## src/rtl/round_robin_arbiter_if.sv

```systemverilog
// Request/grant bundle between requesters and the round-robin arbiter.
// The arbiter connects through the slave modport; requesters use master.
interface round_robin_arbiter_if #(
    parameter int N = 2
) ();
    localparam int ID_W = $clog2(N);

    logic [N-1:0]    request;
    logic [N-1:0]    grant;
    logic [ID_W-1:0] grant_id;
    logic            busy;

    modport master (
        output request,
        input  grant,
        input  grant_id,
        input  busy
    );

    modport slave (
        input  request,
        output grant,
        output grant_id,
        output busy
    );
endinterface

```

## src/rtl/round_robin_arbiter.sv

```systemverilog
// Round-robin arbiter with optional hold limit; every output comes straight
// from flops, so there is no combinational path from request to grant.
module round_robin_arbiter #(
    parameter int N        = 2,
    parameter int MAX_HOLD = 4
) (
    input  logic                 clk,
    input  logic                 rst,
    round_robin_arbiter_if.slave bus
);
    localparam int ID_W = $clog2(N);

    typedef enum logic {
        IDLE,
        GRANT
    } state_t;

    state_t          state, state_nxt;
    logic [ID_W-1:0] g, g_nxt;
    logic [ID_W-1:0] last, last_nxt;
    logic [7:0]      hold_cnt, hold_nxt;
    logic [N-1:0]    grant_q, grant_nxt;
    logic [ID_W-1:0] grant_id_q, grant_id_nxt;
    logic            busy_q, busy_nxt;

    logic            fnd_idle, fnd_other;
    logic [ID_W-1:0] idx_idle, idx_other;
    logic            hold_expired;

    // First set request in cyclic order from start, optionally skipping excl.
    // Returns {found, index}.
    function automatic logic [ID_W:0] rr_search(
        input logic [N-1:0]    req,
        input logic [ID_W-1:0] start,
        input logic            excl_en,
        input logic [ID_W-1:0] excl
    );
        logic            found;
        logic [ID_W-1:0] pick;
        logic [ID_W-1:0] idx;
        found = 1'b0;
        pick  = '0;
        for (int unsigned k = 0; k < N; k++) begin
            idx = ID_W'((32'(start) + k) % N);
            if (!found && req[idx] && !(excl_en && idx == excl)) begin
                found = 1'b1;
                pick  = idx;
            end
        end
        return {found, pick};
    endfunction

    function automatic logic [ID_W-1:0] next_of(input logic [ID_W-1:0] x);
        return ID_W'((32'(x) + 32'd1) % N);
    endfunction

    always_comb begin
        {fnd_idle, idx_idle}   = rr_search(bus.request, next_of(last), 1'b0, '0);
        {fnd_other, idx_other} = rr_search(bus.request, next_of(g), 1'b1, g);
    end

    assign hold_expired = (MAX_HOLD != 0) && (hold_cnt >= 8'(MAX_HOLD));

    always_comb begin
        state_nxt = state;
        g_nxt     = g;
        last_nxt  = last;
        hold_nxt  = hold_cnt;
        case (state)
            IDLE: begin
                if (fnd_idle) begin
                    state_nxt = GRANT;
                    g_nxt     = idx_idle;
                    last_nxt  = idx_idle;
                    hold_nxt  = 8'd1;
                end
            end
            GRANT: begin
                if (!bus.request[g]) begin
                    if (fnd_other) begin
                        g_nxt    = idx_other;
                        last_nxt = idx_other;
                        hold_nxt = 8'd1;
                    end else begin
                        state_nxt = IDLE;
                        hold_nxt  = '0;
                    end
                end else if (hold_expired) begin
                    // Expired owner keeps the grant (counter frozen) until someone else asks.
                    if (fnd_other) begin
                        g_nxt    = idx_other;
                        last_nxt = idx_other;
                        hold_nxt = 8'd1;
                    end
                end else if (hold_cnt != 8'hFF) begin
                    hold_nxt = hold_cnt + 8'd1;
                end
            end
            default: state_nxt = IDLE;
        endcase
    end

    always_comb begin
        grant_nxt    = '0;
        grant_id_nxt = '0;
        busy_nxt     = 1'b0;
        if (state_nxt == GRANT) begin
            grant_nxt    = N'(1) << g_nxt;
            grant_id_nxt = g_nxt;
            busy_nxt     = 1'b1;
        end
    end

    always_ff @(posedge clk) begin
        if (rst) begin
            state      <= IDLE;
            g          <= '0;
            last       <= ID_W'(N - 1);
            hold_cnt   <= '0;
            grant_q    <= '0;
            grant_id_q <= '0;
            busy_q     <= 1'b0;
        end else begin
            state      <= state_nxt;
            g          <= g_nxt;
            last       <= last_nxt;
            hold_cnt   <= hold_nxt;
            grant_q    <= grant_nxt;
            grant_id_q <= grant_id_nxt;
            busy_q     <= busy_nxt;
        end
    end

    assign bus.grant    = grant_q;
    assign bus.grant_id = grant_id_q;
    assign bus.busy     = busy_q;
endmodule

```

## src/flat_wrapper.sv

```systemverilog
// flat-port wrapper written by rule: the top's interface ports become plain ports
module round_robin_arbiter_flat 
#(
    parameter int N        = 2,
    parameter int MAX_HOLD = 4
)
  (clk, rst, bus_request, bus_grant, bus_grant_id, bus_busy);
  round_robin_arbiter_if #(.N(N)) bus_i ();
  input  logic clk;
  input  logic rst;
  input wire logic [$bits(bus_i.request)-1:0] bus_request;
  output wire logic [$bits(bus_i.grant)-1:0] bus_grant;
  output wire logic [$bits(bus_i.grant_id)-1:0] bus_grant_id;
  output wire logic [$bits(bus_i.busy)-1:0] bus_busy;
  assign bus_i.request = bus_request;
  assign bus_grant = bus_i.grant;
  assign bus_grant_id = bus_i.grant_id;
  assign bus_busy = bus_i.busy;
  round_robin_arbiter #(.N(N), .MAX_HOLD(MAX_HOLD)) u_core (.clk(clk), .rst(rst), .bus(bus_i));
endmodule
```

## config.mk

```make
export PLATFORM = sky130hd
export DESIGN_NAME = round_robin_arbiter_flat
export DESIGN_NICKNAME = d
export VERILOG_FILES = /design/src/rtl/round_robin_arbiter_if.sv /design/src/rtl/round_robin_arbiter.sv /design/src/flat_wrapper.sv
export SDC_FILE = /design/constraint.sdc
export NUM_CORES = 1
export LEC_CHECK = 0
export CORE_MARGIN = 4
export CORE_UTILIZATION = 45
export DETAILED_ROUTE_END_ITERATION = 10
export PLACE_DENSITY = 0.69
export SYNTH_ARGS = -nofsm -noshare
export SYNTH_HDL_FRONTEND = slang
export SYNTH_SLANG_ARGS = --single-unit
export TNS_END_PERCENT = 50
```

## constraint.sdc

```tcl
create_clock -name clk -period 2.5 [get_ports clk]
set_clock_uncertainty 0.05 [all_clocks]
set_input_delay 0.25 -clock clk [delete_from_list [all_inputs] [get_ports clk]]
set_output_delay 0.25 -clock clk [all_outputs]
set_load 0.005 [all_outputs]
```

==> results of run 1 <==
## cells in the final DEF (no fill, tap or decap), drive strengths merged
cell / Yosys / routed
dfxtp: 13 / 13
nor4: 1 / 1
a21boi: 1 / 1
clkdlybuf4s50: 0 / 7
a311o: 1 / 1
o21ai: 3 / 3
nor3b: 2 / 2
o32ai: 1 / 1
o22ai: 1 / 1
nor2: 12 / 12
and2: 2 / 2
mux2i: 3 / 3
a41o: 1 / 1
nor3: 3 / 3
clkbuf: 1 / 4
o21bai: 1 / 1
inv: 5 / 5
nand2: 10 / 10
and3: 1 / 1
ha: 3 / 3
nand3: 3 / 3
a31oi: 1 / 1
nand4bb: 1 / 1
a311oi: 1 / 1
nor2b: 2 / 2
nand4b: 1 / 1
or2: 1 / 1
a21oi: 6 / 6
a32oi: 1 / 1
## sequential cells by signal, summed over array words and instances, names as in the netlist
name and flops:
u_core.bus.grant_id 1, u_core.g 1, u_core.hold_cnt 8, u_core.last 1
u_core.bus.grant 1, u_core.bus.busy 1
## cells by family (layout without fill, tap and decap cells)
family	Yosys count	count (layout)
simple gates	39	39
compound gates	18	18
flops	13	13
buf+inv	11	16
fa+ha+maj	3	3
mux	3	3
## how the worst min path moves through the flow
| stage | depth (start not counted) | end | startpoint |
|---|---|---|---|
| finish | 2 | u_core.hold_cnt[7] | u_core.hold_cnt[7] |
| CTS | 2 | u_core.hold_cnt[7] | u_core.hold_cnt[7] |
| global route | 2 | u_core.hold_cnt[7] | u_core.hold_cnt[7] |
| floorplan | 1 | u_core.g | rst |
| global placement | 2 | u_core.hold_cnt[7] | u_core.hold_cnt[7] |
| detailed placement | 2 | u_core.hold_cnt[7] | u_core.hold_cnt[7] |
## cell type report
class	count	area share, %
clock buffer	4	3.206
inverter	5	2.290
multi-input combinational	63	51.76
sequential	13	31.76
timing repair buffer	7	8.550
tap	16	2.443
## through the flow
stage	util (%)	hold WS [ns]	power [W]	area, um^2	instances
4_1_cts	53.78	0.4252	0.0004409	819.5	108
5_1_grt	53.78	0.4721	0.0004576	819.5	108
3_3_place_gp	52.05	0.3978	0.0003039	793.3	104
2_1_floorplan	-	0.2724	0.0002855	740.7	87
6_report	53.78	0.4301	0.0004385	819.5	108
3_5_place_dp	52.05	0.4030	0.0003061	793.3	104
## worst max-delay path, cell delays in order, from the launching register on
cell and delay [ns]:
dfxtp_1 0.36, nor4_4 0.44, a21oi_1 0.18, nor3_4 0.36
mux2i_1 0.27, nor2_2 0.04
## power breakdown
part	total, W	leakage [nW]	switching, W	internal (W)
clock	0.000137	0.0150	0.0000750	0.0000621
combinational	0.0000724	0.198	0.0000354	0.0000370
sequential	0.000229	0.106	0.0000116	0.000217
## routing by layer
layer  vias up  global-route usage (%)  part of all wire (%)
met5         -                       0                     0
met4         0                   8.072                   3.0
met3         5                   3.681                   4.6
met2        11                   17.61                    44
met1       276                   14.42                    48
li1        312                       -                     -
==> run metrics, run 1 <==
Post-synth EDFFs=0; Final Max Tran Viols=0; Rel. slew slack=73.62%; CTS resizes=0; Final #Nets=100; Tot GR Track Use=11.86%; GPL Wtd Cong=0.6861; post-synthesis sequential area ratio=35.14%; r2r setup slk=just under 0.7 ns; RR Startpoint=u_core.hold_cnt[3]; row cnt=14; FF/Latch Area=260.3 um^2; number of library cell types mapped by synthesis=35; mux contribution to synthesized area=4.054%; Pwr per Cell Area=535.0 nW/um^2; maximum VDD drop=0.2439 mV; Worst Path Arrival=1.95 ns; Die Area=approximately 2400 um^2; most frequent cell after synthesis=dfxtp_1; CP endpoint=u_core.hold_cnt[2]; area occupied by multi-input gates=424.2 um^2; Synth Area in Compound Gates=16.05%; ANT nets after route=0; Mapped Area=740.7 um^2; worst slack at placement=0.4144 ns; fmax=roughly 550 MHz; Vias/cell=5.593; Cells after Synth=87; Synth async-reset ratio=0%; Synth top cells by count=dfxtp_1 (13), nand2_1 (10), nor2_1 (7); Register-to-Register Path Depth=5; run status=completed; initial antenna violation count=0; pin count of the biggest net entering global routing=12; Final min period=1.819 ns; Final Setup Violations=0; share of cells above drive strength 1=13.04%; RSZ-0062 raised after global routing=no; global-route wire length before repair=2214 um; IO buf count=7; MaxCap Viol Count=0; Worst-Skew Late Latency=~0.29 ns; required time worst endpoint=2.63 ns; CTS sink count=13; Worst Path Max Fanout=7; synth warn=0; Total Neg Setup Slack=0 ns; post-CTS setup buffers=0; Setup crit start=u_core.hold_cnt[3]; Area growth, synth to finish=10.64%; Synth top area share=35.14%; Die Y=48.57 um; Synth area leader=dfxtp_1; simple-gate share of the synthesized area=32.09%; top cells by area, synth=dfxtp_1 (35%), ha_1 (5.1%), nand2_1 (5.1%); P_leak=about 0.32 nW; XOR/XNOR Fraction of Synth Area=0%; # diodes=0; Post-Syn Area per Cell=8.514 um^2; final hold vios=0; endpoint kind of the worst setup timing path=flip-flop; Detailed Route WL=1380 um; Initial Util=48.60%; die width=48.57 um; routed vias=604; # fillers=144; syn_nets=94; synthesis-stage register bit count=13; worst-case clock buffer depth=2; vias in the first global route=539; Worst Tran Pin Value=0.3928 ns; CTS Root Cell=clkbuf_4; total grt overflow=0; drt drc=0; CTS tree=built; critical path type=flip-flop to flip-flop; main combinational cell family by area after synthesis=simple AND/OR/NAND/NOR gates; DRT iter0 DRCs=7; # IOs=8; worst min-delay path class=flip-flop to flip-flop; worst reg2reg path endpoint=u_core.hold_cnt[2]; core footprint=1524 um^2; Worst Setup Slack, final=between 0.6 and 0.7 ns; mean routed wirelength per cell=12.78 um; Post-CTS Hold Fix Bufs=0; period utilisation layout=72.77%; TritonRoute pass-1 iters=4; Most used DFF post-synth=dfxtp_1; Critical Path Source Type=flip-flop; Post-Synth Adder-Cell Area=between 5 and 6%; H-tree Lvls=1; dpl hpwl=989.2 um; clock slew at reported path FFs=0.09 ns; CTS Buf Count=3
(Power assumes the default switching activity.)
==> run 2, diff against run 1 <==
- PLACE_DENSITY: 0.69 -> 0.71
- clock period: 2.5 -> 1.6 ns (I/O delays scaled with it)
==> run metrics, run 2 (synthesis results as in run 1) <==
Worst Path Arrival=1.81 ns (-0.14 ns); most common cell after layout, fill and taps aside=buf_4; fmax=610.3 MHz (+11%); CTS Buf Count=3 (unchanged); Largest Register=u_core.hold_cnt; maximum VDD drop=0.5000 mV (+110%); Worst Path Max Fanout=4 (-3); Tot GR Track Use=14.85% (+3.0 points); DRT iter0 DRCs=19 (+12); violated checks=negative setup slack; routed vias=723 (+20%); initial antenna violation count=0 (unchanged); most frequent cells in the layout=buf_4 (17), nand2_1 (10), dfxtp_1 (9); # IOs=8 (unchanged); Critical Path Source Type=flip-flop; Rel. slew slack=77.44% (+3.8 points); ANT nets after route=0 (unchanged); Initial Util=48.60% (unchanged); TritonRoute pass-1 iters=4 (unchanged); clock slew at reported path FFs=0.08 ns (about the same); critical path type=flip-flop to flip-flop; Worst-Skew Late Latency=0.27 ns (-0.02 ns); GPL Wtd Cong=0.8449 (+23%); RSZ-0062 raised after global routing=yes; Area growth, synth to finish=47.80%; CTS sink count=13 (unchanged); Die Area=2359 um^2 (unchanged); core footprint=1524 um^2 (unchanged); row cnt=14 (unchanged); CTS Root Cell=clkbuf_4; required time worst endpoint=1.77 ns (-0.86 ns); die width=48.57 um (unchanged); Post-Place Cells=123 (+18%); Worst Setup Slack, final=-0.03859 ns (-0.7192 ns); drt drc=0 (unchanged); Detailed Route WL=1844 um (+34%); Final min period=1.639 ns (-0.1808 ns); Total Neg Setup Slack=-0.1185 ns (-0.1185 ns); Final #Nets=121 (+21%); global-route wire length before repair=2925 um (+32%); # diodes=0 (unchanged); MaxCap Viol Count=0 (unchanged); Final Max Tran Viols=0 (unchanged); worst min-delay path class=flip-flop to flip-flop; run status=finished, violations left; max FFs per register=8 (unchanged); dpl hpwl=1291 um (+30%); pin count of the biggest net entering global routing=9 (-3); vias in the first global route=695 (+29%); Vias/cell=5.605 (+0.22%); share of cells above drive strength 1=41.59% (+29 points); Die Y=48.57 um (unchanged); IO buf count=7 (unchanged); final hold vios=0 (unchanged); Worst Tran Pin Value=0.3378 ns (-0.05503 ns); CTS tree=built; mean routed wirelength per cell=14.29 um (+12%); Pwr per Cell Area=666.1 nW/um^2 (+25%); Final Setup Violations=7 (+7); endpoint kind of the worst setup timing path=flip-flop; Non-Filler Instances=129 (+19%); P_leak=0.4606 nW (+44%); H-tree Lvls=1 (unchanged); period utilisation layout=102.4% (+30 points); worst-case clock buffer depth=2 (unchanged); worst slack at placement=-0.3548 ns (-0.7692 ns); final core occ=71.84% (+18 points); total grt overflow=0 (unchanged)
## run 2: cell count changes in the layout (fill, tap and decap cells not counted), moves of 2 or more
cell,delta
a21oi_1,-2
buf_4,+17
clkdlybuf4s50_1,-3
dlymetal6s2s_1,+2
buf_6,+4
dfxtp_2,+3
nor2_4,+2
dfxtp_1,-4
## run 2: what timing repair did
action | 4_1_cts | 5_1_grt
setup buffers | 0 | 2
gates cloned | 0 | 0
resized for setup | 4 | 23
hold buffers | 0 | 0
pin swaps | 4 | 10
setup endpoints to repair | 7 | 12
## run 2: path summary, 6_finish.rpt
path | from | end | slack (ns) | cells past startpoint
max | u_core.hold_cnt[3] | u_core.hold_cnt[4] | -0.04 | 7
min | u_core.hold_cnt[7] | u_core.hold_cnt[7] | 0.50 | 2
max reg2reg | u_core.hold_cnt[3] | u_core.hold_cnt[4] | -0.04 | 7
min reg2reg | u_core.hold_cnt[7] | u_core.hold_cnt[7] | 0.50 | 2
## run 2: area by class of cell
class / count / area (um^2)
multi-input combinational: 63 / 514.2
fill: 120 / 429.2
sequential: 13 / 267.8
timing repair buffer: 28 / 246.5
clock buffer: 3 / 22.52
tap: 16 / 20.02
inverter: 5 / 18.77
clock inverter: 1 / 5.005
## run 2: power by group
group          switching [W]  internal (W)  total [W]
sequential         0.0000171      0.000340   0.000357
combinational      0.0000780     0.0000954   0.000173
clock               0.000106     0.0000926   0.000199
## run 2: critical path, stage by stage (launching register included)
cell and delay [ns]:
dfxtp_2 0.34, nor4_4 0.25, buf_4 0.19, nand3_2 0.08
nor3b_4 0.17, or2_1 0.27, buf_6 0.15, nor2b_4 0.09
## run 2: routing by layer
metal / vias up / GRT usage, % / routed length, um
li1: 354 / - / -
met1: 343 / 17.29 / 771
met3: 4 / 4.908 / 93
met5: - / 0 / 0
met2: 22 / 26.96 / 951
met4: 0 / 1.345 / 27
## run 2: stage by stage
step | area [um^2] | total power (W) | hold slack [ns]
after global placement | 935.9 | 0.0005071 | 0.3989
after global routing | 1095 | 0.0007721 | 0.5224
after CTS | 973.4 | 0.0007133 | 0.4254
after floorplan | 740.7 | 0.0004460 | 0.1824
final | 1095 | 0.0007292 | 0.4989
after detailed placement | 935.9 | 0.0005130 | 0.4047
==> run 3, diff against run 2 <==
- CELL_PAD_IN_SITES_DETAIL_PLACEMENT: not set -> 0
- CELL_PAD_IN_SITES_GLOBAL_PLACEMENT: not set -> 1
- CORE_UTILIZATION: 45 -> 36
- PLACE_DENSITY: 0.71 -> 0.75
==> run metrics, run 3 (synthesis results as in run 1) <==
Vias/cell=4.861 (-13%); Worst Setup Slack, final=-0.01419 ns (+0.02440 ns); fmax=619.5 MHz (+1.5%); DRT iter0 DRCs=4 (-15); post-place instance area=927.1 um^2 (-0.94%); sw frac=26.68% (-0.94 points); worst min-delay path class=flip-flop to flip-flop; Rel. slew slack=73.73% (-3.7 points); CTS tree=built; # IOs=8 (unchanged); worst slack at placement=-0.3347 ns (+0.02007 ns); Gate power share=21.6% (-2.2 points); Clk network pwr share=28.7% (+1.4 points); endpoint kind of the worst setup timing path=flip-flop; MaxCap Viol Count=0 (unchanged); vias in the first global route=591 (-15%); most frequent cells in the layout=buf_4 (17), dfxtp_1 (11), nand2_1 (10); Final Setup Violations=2 (-5); required time worst endpoint=1.73 ns (-0.04 ns); CTS Root Cell=clkbuf_4; IO buf count=7 (unchanged); Area growth, synth to finish=35.81%; TritonRoute pass-1 iters=4 (unchanged); Psw=0.0001906 W (-5.4%); clock slew at reported path FFs=0.08 ns (about the same); CTS Buf Count=3 (unchanged); Die Area=2847 um^2 (+21%); Tot GR Track Use=12.28% (-2.6 points); final instance area=1006 um^2 (-8.1%); dpl hpwl=1123 um (-13%); H-tree Lvls=1 (unchanged); violated checks=negative setup slack; Worst Path Max Fanout=7 (+3); die width=53.36 um (+9.9%); total grt overflow=0 (unchanged); most common cell after layout, fill and taps aside=buf_4; Pwr per Cell Area=710.3 nW/um^2 (+6.6%); Post-Place Cells=131 (+6.5%); Worst-Skew Late Latency=0.28 ns (about the same); Largest Register=u_core.hold_cnt; Non-Filler Instances=137 (+6.2%); Initial Util=37.76% (-11 points); Final min period=1.614 ns (-0.02440 ns); P_leak=0.4135 nW (-10%); routed vias=666 (-7.9%); Worst Path Arrival=1.74 ns (-0.07 ns); row cnt=16 (+2); Critical Path Source Type=flip-flop; GPL Wtd Cong=0.8669 (+2.6%); ANT nets after route=0 (unchanged); share of cells above drive strength 1=33.64% (-8.0 points); Int Pwr=0.0005239 W (-0.74%); CTS sink count=13 (unchanged); Reg power frac=49.6% (+0.7 points); drt drc=0 (unchanged); critical path type=flip-flop to flip-flop; global-route wire length before repair=2435 um (-17%); max FFs per register=8 (unchanged); pin count of the biggest net entering global routing=9 (unchanged); Detailed Route WL=1475 um (-20%); maximum VDD drop=0.3948 mV (-21%); mean routed wirelength per cell=10.77 um (-25%); Post-CTS Hold Fix Bufs=0 (unchanged); core footprint=1962 um^2 (+29%); final hold vios=0 (unchanged); Final #Nets=118 (-2.5%); Die Y=53.36 um (+9.9%); Worst Tran Pin Value=0.3926 ns (+0.05484 ns); # diodes=0 (unchanged); period utilisation layout=100.9% (-1.5 points); run status=finished, violations left; initial antenna violation count=0 (unchanged); Final Max Tran Viols=0 (unchanged); RSZ-0062 raised after global routing=yes; worst-case clock buffer depth=2 (unchanged)
-- run 3: changes by cell type in the layout (fill, tap and decap cells not counted), moves of 2 or more --
cell             before  now
buf_6                 4    0
clkdlybuf4s50_1       4    6
dfxtp_1               9   11
dlymetal6s2s_1        2    0
nor2_4                2    0
-- run 3: layout make-up --
class	instances	area, um^2
Fill cell	202	955.9
Multi-Input combinational cell	63	447.9
Sequential cell	13	262.8
Timing Repair Buffer	25	216.5
Tap cell	27	33.78
Clock buffer	4	26.28
Inverter	5	18.77
-- run 3: per-layer routing --
layer | up-vias | GRT usage, % | wire length, um | share of wire (%)
li1 | 347 | - | - | -
met1 | 299 | 11.91 | 597 | 40
met2 | 14 | 21.22 | 774 | 52
met3 | 6 | 5.352 | 74 | 5.0
met4 | 0 | 7.234 | 28 | 1.9
met5 | - | 0 | 0 | 0
-- run 3: metrics by stage --
stage | utilization, % | hold slack, ns | power [W] | setup TNS (ns)
3_3_place_gp | 47.26 | 0.3971 | 0.0005019 | -2.315
4_1_cts | 49.94 | 0.4323 | 0.0007252 | -0.01231
5_1_grt | 51.28 | 0.4476 | 0.0007653 | -0.5879
3_5_place_dp | 47.26 | 0.4115 | 0.0005033 | -2.819
2_1_floorplan | - | 0.1824 | 0.0004460 | 0
6_report | 51.28 | 0.4260 | 0.0007146 | -0.01720
-- run 3: power groups by stage --
stage | Clock [W] | Sequential [W] | Combinational [W]
4_1_cts | 0.000220 | 0.000354 | 0.000151
3_5_place_dp | 0 | 0.000362 | 0.000142
3_3_place_gp | 0 | 0.000362 | 0.000140
6_report | 0.000205 | 0.000355 | 0.000155
5_1_grt | 0.000237 | 0.000357 | 0.000171
2_1_floorplan | 0 | 0.000355 | 0.0000909
-- run 3: what timing repair did --
| item | 4_1_cts | 5_1_grt |
|---|---|---|
| pin swaps | 2 | 4 |
| endpoints found under the setup margin | 9 | 9 |
| gates resized for setup | 4 | 5 |
| setup buffers | 1 | 1 |
-- run 3: worst paths after layout --
path | start | to | slack (ns) | cells past startpoint
setup / recovery | u_core.hold_cnt[3] | u_core.hold_cnt[1] | -0.01 | 6
hold / removal | u_core.hold_cnt[7] | u_core.hold_cnt[7] | 0.43 | 2
setup reg to reg | u_core.hold_cnt[3] | u_core.hold_cnt[1] | -0.01 | 6
hold reg to reg | u_core.hold_cnt[7] | u_core.hold_cnt[7] | 0.43 | 2
-- run 3: critical path: stages, from the launching register on --
cell and delay, ns:
dfxtp_2 0.34, nor4_4 0.40, a21oi_2 0.13, nor3_4 0.21, buf_12 0.14, mux2i_2 0.21, nor2_2 0.04
